**src/rtl/dense_seq_pkg.sv**
```systemverilog
// rtl/dense_seq_pkg.sv - shared types and width helper for the dense-layer sequencer
package dense_seq_pkg;

  typedef enum logic [2:0] {IDLE, BIAS, MAC, DRAIN, WRITE, DONE} state_t;

  typedef struct packed {
    logic bias;
    logic mac;
  } tag_t;

  localparam int CYC_W = 16;

  // A count of 1 still needs a 1-bit address/counter.
  function automatic int clog2_safe(input int n);
    return (n > 1) ? $clog2(n) : 1;
  endfunction

endpackage

```
**src/rtl/dense_layer_sequencer_if.sv**
```systemverilog
// rtl/dense_layer_sequencer_if.sv - control/address bundle of the sequencer; cyc_cnt present with DENSE_SEQ_PERF_EN
interface dense_layer_sequencer_if
  import dense_seq_pkg::*;
#(
  parameter int IN_COUNT  = 10,
  parameter int OUT_COUNT = 3
);
  localparam int IW = clog2_safe(IN_COUNT);
  localparam int OW = clog2_safe(OUT_COUNT);
  localparam int WW = clog2_safe(IN_COUNT * OUT_COUNT);

  logic          start;
  logic          busy;
  logic          done;
  logic [IW-1:0] in_adr;
  logic [WW-1:0] w_adr;
  logic [OW-1:0] b_adr;
  logic          acc_ld;
  logic          mac_en;
  logic          out_wr;
  logic [OW-1:0] out_adr;
`ifdef DENSE_SEQ_PERF_EN
  logic [CYC_W-1:0] cyc_cnt;
`endif

  modport master (
    input  start,
`ifdef DENSE_SEQ_PERF_EN
    output cyc_cnt,
`endif
    output busy, done, in_adr, w_adr, b_adr, acc_ld, mac_en, out_wr, out_adr
  );

  modport slave (
    output start,
`ifdef DENSE_SEQ_PERF_EN
    input  cyc_cnt,
`endif
    input  busy, done, in_adr, w_adr, b_adr, acc_ld, mac_en, out_wr, out_adr
  );

endinterface

```
**src/rtl/dense_seq_delay.sv**
```systemverilog
// rtl/dense_seq_delay.sv - RD_LAT-deep tag pipeline aligning strobes with RAM read data
module dense_seq_delay
  import dense_seq_pkg::*;
#(
  parameter int RD_LAT = 1
) (
  input  logic clk,
  input  logic rst,
  input  tag_t tag_in,
  output tag_t tag_out
);

  tag_t sr [RD_LAT];

  always_ff @(posedge clk or negedge rst) begin
    if (!rst) begin
      for (int k = 0; k < RD_LAT; k++) sr[k] <= '0;
    end else begin
      sr[0] <= tag_in;
      for (int k = 1; k < RD_LAT; k++) sr[k] <= sr[k-1];
    end
  end

  assign tag_out = sr[RD_LAT-1];

endmodule

```
**src/rtl/dense_layer_sequencer.sv**
```systemverilog
// rtl/dense_layer_sequencer.sv - dense-layer control FSM and address counters; DENSE_SEQ_PERF_EN adds cyc_cnt
module dense_layer_sequencer
  import dense_seq_pkg::*;
#(
  parameter int IN_COUNT  = 10,
  parameter int OUT_COUNT = 3,
  parameter int RD_LAT    = 1
) (
  input logic                     clk,
  input logic                     rst,
  dense_layer_sequencer_if.master bus
);

  localparam int IW = clog2_safe(IN_COUNT);
  localparam int OW = clog2_safe(OUT_COUNT);
  localparam int WW = clog2_safe(IN_COUNT * OUT_COUNT);
  localparam int DW = clog2_safe(RD_LAT);
  localparam logic [IW-1:0] I_LAST = IW'(IN_COUNT - 1);
  localparam logic [OW-1:0] O_LAST = OW'(OUT_COUNT - 1);
  localparam logic [DW-1:0] D_LAST = DW'(RD_LAT - 1);

  state_t        state_q, state_d;
  logic [IW-1:0] i_q;
  logic [OW-1:0] o_q;
  logic [WW-1:0] w_q;
  logic [DW-1:0] d_q;
  tag_t          tag_in, tag_out;
  logic          busy, done, out_wr;

  always_ff @(posedge clk or negedge rst) begin
    if (!rst) state_q <= IDLE;
    else      state_q <= state_d;
  end

  always_comb begin
    state_d = state_q;
    case (state_q)
      IDLE:    if (bus.start) state_d = BIAS;
      BIAS:    state_d = MAC;
      MAC:     if (i_q == I_LAST) state_d = DRAIN;
      DRAIN:   if (d_q == D_LAST) state_d = WRITE;
      WRITE:   state_d = (o_q == O_LAST) ? DONE : BIAS;
      DONE:    state_d = IDLE;
      default: state_d = IDLE;
    endcase
  end

  always_comb begin
    busy   = (state_q != IDLE);
    done   = (state_q == DONE);
    out_wr = (state_q == WRITE);
    tag_in = '{bias: (state_q == BIAS), mac: (state_q == MAC)};
  end

  // w_q stops on the final MAC so it never wraps past the last weight.
  always_ff @(posedge clk or negedge rst) begin
    if (!rst) begin
      i_q <= '0;
      o_q <= '0;
      w_q <= '0;
      d_q <= '0;
    end else begin
      case (state_q)
        IDLE: if (bus.start) begin
          o_q <= '0;
          w_q <= '0;
        end
        BIAS: i_q <= '0;
        MAC: begin
          d_q <= '0;
          if (i_q != I_LAST) i_q <= i_q + 1'b1;
          if (!(i_q == I_LAST && o_q == O_LAST)) w_q <= w_q + 1'b1;
        end
        DRAIN: if (d_q != D_LAST) d_q <= d_q + 1'b1;
        WRITE: if (o_q != O_LAST) o_q <= o_q + 1'b1;
        default: ;
      endcase
    end
  end

  dense_seq_delay #(.RD_LAT(RD_LAT)) u_delay (
    .clk     (clk),
    .rst     (rst),
    .tag_in  (tag_in),
    .tag_out (tag_out)
  );

  assign bus.busy    = busy;
  assign bus.done    = done;
  assign bus.out_wr  = out_wr;
  assign bus.acc_ld  = tag_out.bias;
  assign bus.mac_en  = tag_out.mac;
  assign bus.in_adr  = i_q;
  assign bus.w_adr   = w_q;
  assign bus.b_adr   = o_q;
  assign bus.out_adr = o_q;

`ifdef DENSE_SEQ_PERF_EN
  logic [CYC_W-1:0] cnt_q, cyc_q;

  // Value latched on done counts busy cycles before the done cycle.
  always_ff @(posedge clk or negedge rst) begin
    if (!rst) begin
      cnt_q <= '0;
      cyc_q <= '0;
    end else begin
      if (state_q == IDLE && bus.start) cnt_q <= '0;
      else if (busy && cnt_q != 16'hFFFF) cnt_q <= cnt_q + 1'b1;
      if (done) cyc_q <= cnt_q;
    end
  end

  assign bus.cyc_cnt = cyc_q;
`endif

endmodule

```
**src/flat_wrapper.sv**
```systemverilog
// flat-port wrapper written by rule: the top's interface ports become plain ports
module dense_layer_sequencer_flat import dense_seq_pkg::*;
#(
  parameter int IN_COUNT  = 10,
  parameter int OUT_COUNT = 3,
  parameter int RD_LAT    = 1
)
  (clk, rst, bus_start, bus_busy, bus_done, bus_in_adr, bus_w_adr, bus_b_adr, bus_acc_ld, bus_mac_en, bus_out_wr, bus_out_adr);
  dense_layer_sequencer_if #(.IN_COUNT(IN_COUNT), .OUT_COUNT(OUT_COUNT)) bus_i ();
  input logic clk;
  input logic rst;
  input wire logic [$bits(bus_i.start)-1:0] bus_start;
  output wire logic [$bits(bus_i.busy)-1:0] bus_busy;
  output wire logic [$bits(bus_i.done)-1:0] bus_done;
  output wire logic [$bits(bus_i.in_adr)-1:0] bus_in_adr;
  output wire logic [$bits(bus_i.w_adr)-1:0] bus_w_adr;
  output wire logic [$bits(bus_i.b_adr)-1:0] bus_b_adr;
  output wire logic [$bits(bus_i.acc_ld)-1:0] bus_acc_ld;
  output wire logic [$bits(bus_i.mac_en)-1:0] bus_mac_en;
  output wire logic [$bits(bus_i.out_wr)-1:0] bus_out_wr;
  output wire logic [$bits(bus_i.out_adr)-1:0] bus_out_adr;
  assign bus_i.start = bus_start;
  assign bus_busy = bus_i.busy;
  assign bus_done = bus_i.done;
  assign bus_in_adr = bus_i.in_adr;
  assign bus_w_adr = bus_i.w_adr;
  assign bus_b_adr = bus_i.b_adr;
  assign bus_acc_ld = bus_i.acc_ld;
  assign bus_mac_en = bus_i.mac_en;
  assign bus_out_wr = bus_i.out_wr;
  assign bus_out_adr = bus_i.out_adr;
  dense_layer_sequencer #(.IN_COUNT(IN_COUNT), .OUT_COUNT(OUT_COUNT), .RD_LAT(RD_LAT)) u_core (.clk(clk), .rst(rst), .bus(bus_i));
endmodule
```
**config.mk**
```make
export PLATFORM = sky130hd
export DESIGN_NAME = dense_layer_sequencer_flat
export DESIGN_NICKNAME = d
export VERILOG_FILES = /design/src/rtl/dense_seq_pkg.sv /design/src/rtl/dense_layer_sequencer_if.sv /design/src/rtl/dense_seq_delay.sv /design/src/rtl/dense_layer_sequencer.sv /design/src/flat_wrapper.sv
export SDC_FILE = /design/constraint.sdc
export NUM_CORES = 1
export LEC_CHECK = 0
export BUFFER_PORTS_ARGS = -buffer_cell sky130_fd_sc_hd__buf_2
export CAP_MARGIN = 5
export CELL_PAD_IN_SITES_DETAIL_PLACEMENT = 0
export CELL_PAD_IN_SITES_GLOBAL_PLACEMENT = 2
export CORE_MARGIN = 1.5
export CORE_UTILIZATION = 29
export DETAILED_ROUTE_END_ITERATION = 12
export PLACE_DENSITY_LB_ADDON = 0.1
export SLEW_MARGIN = 20
export SYNTH_ARGS = -nofsm -noshare
export SYNTH_HDL_FRONTEND = slang
export SYNTH_SLANG_ARGS = --single-unit
```
**constraint.sdc**
```tcl
create_clock -name clk -period 2.3 [get_ports clk]
set_input_delay 0.345 -clock clk [delete_from_list [all_inputs] [get_ports clk]]
set_output_delay 0.345 -clock clk [all_outputs]
set_load 0.005 [all_outputs]
```
==> results of run 1 <==
cells in the final DEF, fill, tap and decap left out, types with 3 or more instances in the layout:
cell,count
buf_2,20
dfrtp_1,16
inv_1,7
nor2_1,7
o21ai_0,7
nand3_1,6
o211ai_1,4
a22o_1,4
nand2_1,4
ha_1,4
or4_1,3
clkbuf_4,3
registers in the layout, summed over array words and instances, names as in the netlist:
signal                  cells
u_core.bus.in_adr           4
u_core.u_delay.tag_out      2
u_core.bus.w_adr            5
u_core.bus.b_adr            2
u_core.state_q              3
logic make-up (layout without fill, tap and decap cells):
family | count (synthesis) | in the layout | synth area share
AOI/OAI and AO/OA | 21 | 21 | 0.166
DFF | 16 | 16 | 0.471
muxes | 2 | 2 | 0.0236
and+or+nand+nor | 32 | 32 | 0.208
buffers and inverters | 13 | 32 | 0.0722
adders and majority gates | 4 | 4 | 0.0589
Yosys cell counts, drive strengths merged:
cell type  instances
nor2               7
or3                2
a211o              1
nand2              4
nand2b             1
nand3              6
o211ai             4
o31ai              1
nor2b              2
and4b              1
clkbuf             2
a21oi              1
a22o               4
or4                3
or3b               2
o21ai              8
nor4               1
ha                 4
a21o               2
dfrtp             16
nor3               1
or2                1
inv                7
and3               1
mux2i              2
buf                4
critical path, delay by kind of cell (launching register included):
family,cells,cell delay (ns)
buffers and inverters,1,0.19
DFF,1,0.49
AOI/OAI and AO/OA,2,0.42
and+or+nand+nor,1,0.56
layer usage:
metal,share of wire,track usage,wire length (um)
met1,0.50,0.150,900
met2,0.44,0.195,795
met3,0.050,0.0499,90
met4,0.0089,0.0399,16
met5,0,0,0
power by group:
part	total [W]	switching (W)	leakage (nW)	internal, W
clock network	0.000191	0.0000942	0.0210	0.0000964
logic	0.000508	0.000257	0.310	0.000251
registers	0.000519	0.000134	0.212	0.000385
stage by stage:
stage	instance area (um^2)	power [W]	setup slack (ns)
2_1_floorplan	850	0.000871	0.644
3_3_place_gp	953	0.00105	0.556
3_5_place_dp	953	0.00104	0.570
4_1_cts	1000	0.00124	0.550
5_1_grt	1000	0.00134	0.434
6_report	1000	0.00122	0.557
worst paths after layout:
kind	from	to	slack, ns	cells past startpoint
max	u_core.state_q[2]$_DFFE_PN0P_	u_core.bus.in_adr[2]$_DFFE_PN0P_	0.56	4
min	bus_start	u_core.bus.b_adr[0]$_DFFE_PN0P_	0.48	3
max reg2reg	u_core.state_q[2]$_DFFE_PN0P_	u_core.bus.in_adr[2]$_DFFE_PN0P_	0.56	4
min reg2reg	u_core.bus.w_adr[1]$_DFFE_PN0P_	u_core.bus.w_adr[1]$_DFFE_PN0P_	0.56	1
max in group asynchronous	rst	u_core.bus.w_adr[1]$_DFFE_PN0P_	1.52	2
min in group asynchronous	rst	u_core.bus.b_adr[1]$_DFFE_PN0P_	0.50	2
cell type report:
type                            instances  area (um^2)
Fill cell                             287         1760
Sequential cell                        16          400
Multi-Input combinational cell         59          388
Timing Repair Buffer                   21          110
Tap cell                               31         38.8
Clock buffer                            4         36.3
Inverter                                7         26.3
==> summary.txt, run 1 <==
Run status
  • Status: completed

STA
  • Worst-Margin Slew: 0.394 ns
  • Post-route clock skew: between 0.0015 and 0.002 ns
  • Setup violators final: 0
  • Post-route clock period utilization: 0.758
  • Minimum clock period: between 1.5 and 2 ns
  • RSZ-0062 raised after global routing: no
  • Slew Viols, Final: 0
  • Setup tns final: 0 ns
  • Final Hold Vio Count: 0
  • WHS: 0.476 ns
  • Fmax: 574 MHz
  • Worst slew margin: 0.737

Setup path
  • Worst EP arrival: 1.94 ns
  • CP max-delay cell: or3b_1
  • Crit path launch type: flip-flop
  • Crit Path Max Fanout: 11
  • Req. time, crit path: around 2.5 ns
  • Critical Path End Type: flip-flop
  • Critical setup path kind: flip-flop to flip-flop
  • CP Cell Sequence: or3b_1, inv_1, o21ai_1, o31ai_1
  • CP max stage delay: 0.56 ns

Drt
  • Post-route DRC: 0
  • Final ANT Viol Nets: 0
  • 1st-iter DRT viols: 33
  • Pre-antenna DRT Iters: 4
  • Final wirelength: 1.80 mm
  • Vias: approximately 690
  • Drt via density: 5.02
  • Wirelength per Cell: 13.1 um

CTS
  • Post-CTS Resized: 0
  • CTS Hold Bufs: 1
  • Root Driver: clkbuf_4
  • Clock sink count: 16
  • H-tree depth: 1
  • Worst-case clock buffer depth: 2
  • Postcts setup bufs: 0
  • Num CTS Buffers: 3
  • Reg clk slew, reported paths: 0.10 ns
  • Worst-Skew Late Latency: 0.29 ns
  • CTS tree: built

Power and ir drop
  • Leak Pwr: 0.544 nW
  • Power per cell area: 1220 nW/um^2
  • Worst vdd ir: roughly 530 uV

Place
  • Placed instance count: roughly 130
  • Placer Congestion: 0.687
  • Hpwl dp: 1.28 mm
  • IO Port Bufs: 20

Logic synthesis
  • Top post-synthesis cells by area: dfrtp_1 47%, ha_1 5.9%, a22o_1 4.1%, o21ai_0 4.1%, nand3_1 3.5%
  • Synth warnings: 0
  • Flip-flop and latch count after synthesis: 16
  • Post-Syn Instances: 88
  • Cell taking the most area after synthesis: dfrtp_1
  • Mean Syn Cell Area: 9.65 um^2
  • Syn Nets: 95
  • Register area share after synthesis: 0.471
  • Post-synthesis cell area: 850 um^2
  • Synth top area share: 0.471
  • Yosys cell types: 29

Floorplanning
  • Ports: 21
  • Core ar.: 2760 um^2
  • Initial Util: 0.308
  • Die W: 57.1 um
  • Die area: 3260 um^2
  • # rows: 19
  • Die Span Y: roughly 57 um

Layout
  • Utilization after layout: 0.363
  • Final Non-Filler Cells: around 140
  • Layout area overhead: 17.7%
  • Net count, final: ~120
  • Layout cells sized above 1: 0.243
  • Antenna Cells: 0

Hold path
  • Worst hold path class: input port to flip-flop

GRT
  • Vias in the first global route: 655
  • Initial antenna violation count: 0
  • Grt ovf: 0
  • First-pass GRT wire length: 3.04 mm
  • Largest net degree at the start of global routing: 17
  • GRT Util Overall: 0.122

Run
  • Max Cap Viol: 0
Note: power is estimated with default switching activity, not from simulation.
==> run 2: changes to the inputs <==
- clock period: 2.3 -> 1.8 ns (I/O delays scaled with it)
==> run 2 against run 1 <==
Critical path depth is 1 higher. Routed wire length is 3.5% higher. Non-clock buffer count is 5 higher. Combinational power is 53% higher. Clock power is 28% higher. Critical path type unchanged. Setup slack worse by 0.42 ns. Flip-flop and latch count stayed put. Via count is 2.2% higher. Count of clock-buffer cells in the layout stayed put. Sequential power is 18% higher. Register-to-register slack worse by 0.42 ns.
==> summary.txt, run 2 (same netlist as run 1, synthesis figures left out) <==
Place
  • Hpwl dp: 1.35 mm
  • Placer Congestion: 0.642
  • Placed instance count: 138
  • IO Port Bufs: 20

Hold path
  • Hold Startpoint: bus_start
  • Hold path depth: 3
  • Worst hold path class: input port to flip-flop
  • Hold endpoint: u_core.bus.b_adr[0]$_DFFE_PN0P_

Floorplanning
  • Ports: 21
  • # rows: 19
  • Die area: 3260 um^2
  • Initial Util: 0.308
  • Core ar.: 2760 um^2
  • Die W: 57.1 um
  • Die Span Y: 57.1 um

Setup path
  • Reg2reg path depth: 5
  • Critical setup path kind: flip-flop to flip-flop
  • CP Cell Sequence: inv_1, ha_1, and4b_1, or4_1, nand3_1
  • Reg2Reg Setup Slack: 0.14 ns
  • Critical Path End Type: flip-flop
  • Worst EP arrival: 1.89 ns
  • CP max-delay cell: or4_1
  • Crit Path Max Fanout: 9
  • R2R Path End: u_core.bus.w_adr[4]$_DFFE_PN0P_
  • Reg-to-reg startpoint: u_core.bus.b_adr[0]$_DFFE_PN0P_
  • CP max stage delay: 0.50 ns
  • Crit path launch type: flip-flop
  • Req. time, crit path: about 2 ns

Layout
  • Antenna Cells: 0
  • Final Non-Filler Cells: 143
  • Most frequent cells in the layout: 20 x buf_2, 16 x dfrtp_1, 7 x inv_1, 7 x nor2_1, 7 x o21ai_0
  • Sequential Area: about 400 um^2
  • Max FFs per register: 5
  • # fillers: 286
  • Most common cell after layout, fill and taps aside: buf_2
  • Layout cells sized above 1: 0.277
  • Area occupied by multi-input gates: 388 um^2
  • Layout area overhead: 22.1%
  • Net count, final: 120

Drt
  • Vias: slightly above 700
  • Drt via density: ~5.0
  • Wirelength per Cell: 13.0 um
  • Final wirelength: 1.87 mm
  • Final ANT Viol Nets: 0
  • Pre-antenna DRT Iters: 4
  • 1st-iter DRT viols: 10
  • Post-route DRC: 0

CTS
  • Reg clk slew, reported paths: approximately 0.10 ns
  • Num CTS Buffers: 3
  • CTS tree: built
  • Postcts setup bufs: 0
  • Worst-Skew Late Latency: 0.29 ns
  • Post-CTS Resized: 0
  • Root Driver: clkbuf_4
  • Clock sink count: 16
  • Worst-case clock buffer depth: 2
  • H-tree depth: 1

STA
  • Fmax: ~600 MHz
  • Setup violators final: 0
  • Worst-Margin Slew: between 0.4 and 0.5 ns
  • Minimum clock period: around 1.7 ns
  • RSZ-0062 raised after global routing: no
  • Post-route clock skew: 0.00380 ns
  • Final Hold Vio Count: 0
  • Setup tns final: 0 ns
  • Post-route clock period utilization: 0.924
  • Slew Viols, Final: 0
  • Worst slew margin: 0.728

GRT
  • Grt ovf: 0
  • Vias in the first global route: 675
  • GRT Max-Usage Layer: met2
  • Initial antenna violation count: 0
  • GRT Util Overall: 0.127
  • Grt met2 use: 0.199
  • Largest net degree at the start of global routing: 17
  • First-pass GRT wire length: 3.19 mm
  • Routing usage on met1: 0.171
  • Met3 Resource Use GR: 0.0431

Power and ir drop
  • Leak Pwr: 0.569 nW
  • Power per cell area: 1580 nW/um^2
  • Worst vdd ir: 637 uV

Run
  • Max Cap Viol: 0

Run status
  • Status: completed
-- run 2: critical path: cells and delay by family, from the launching register on --
kind,cells,cell delay [ns]
adders and majority gates,1,0.22
buffers and inverters,1,0.06
DFF,1,0.43
and+or+nand+nor,3,0.89
-- run 2: worst max path at each step --
stage	end	start	slack [ns]
final	u_core.bus.w_adr[4]$_DFFE_PN0P_	u_core.bus.b_adr[0]$_DFFE_PN0P_	0.14
after floorplan	u_core.bus.w_adr[3]$_DFFE_PN0P_	u_core.bus.b_adr[0]$_DFFE_PN0P_	0.14
after CTS	u_core.bus.w_adr[4]$_DFFE_PN0P_	u_core.bus.b_adr[0]$_DFFE_PN0P_	0.11
after global routing	u_core.bus.w_adr[3]$_DFFE_PN0P_	u_core.bus.b_adr[0]$_DFFE_PN0P_	0.04
after global placement	u_core.bus.w_adr[1]$_DFFE_PN0P_	u_core.bus.b_adr[0]$_DFFE_PN0P_	0.17
after detailed placement	u_core.bus.w_adr[4]$_DFFE_PN0P_	u_core.bus.b_adr[0]$_DFFE_PN0P_	0.14
-- run 2: layout make-up --
class | count | share of cell area
inverter | 7 | 0.0253
sequential | 16 | 0.386
multi-input combinational | 59 | 0.374
clock buffer | 4 | 0.0350
tap | 31 | 0.0374
timing repair buffer | 26 | 0.142
-- run 2: per-stage QoR --
step	total power (W)	worst slack [ns]	util	hold WS [ns]	cell area, um^2
2_1_floorplan	0.00111	0.144	-	-0.0256	850
3_3_place_gp	0.00141	0.174	0.359	0.212	991
3_5_place_dp	0.00141	0.140	0.359	0.214	991
4_1_cts	0.00166	0.111	0.376	0.394	1040
5_1_grt	0.00179	0.0371	0.376	0.419	1040
6_report	0.00164	0.138	0.376	0.396	1040
-- run 2: metal layers --
metal	wire length, um	up-vias
met1	962	327
met3	87	2
li1	-	363
met4	8	0
met2	808	16
met5	0	-
-- run 2: repair_timing --
action / 4_1_cts / 5_1_grt
endpoints found under the hold margin: 16 / 0
endpoints found under the setup margin: 0 / 0
hold buffers: 1 / 0
-- run 2: power breakdown --
| part | switching, W | total [W] | internal (W) |
|---|---|---|---|
| logic | 0.000400 | 0.000778 | 0.000378 |
| registers | 0.000120 | 0.000613 | 0.000492 |
| clock network | 0.000121 | 0.000244 | 0.000123 |
| total | 0.000641 | 0.00164 | 0.000994 |
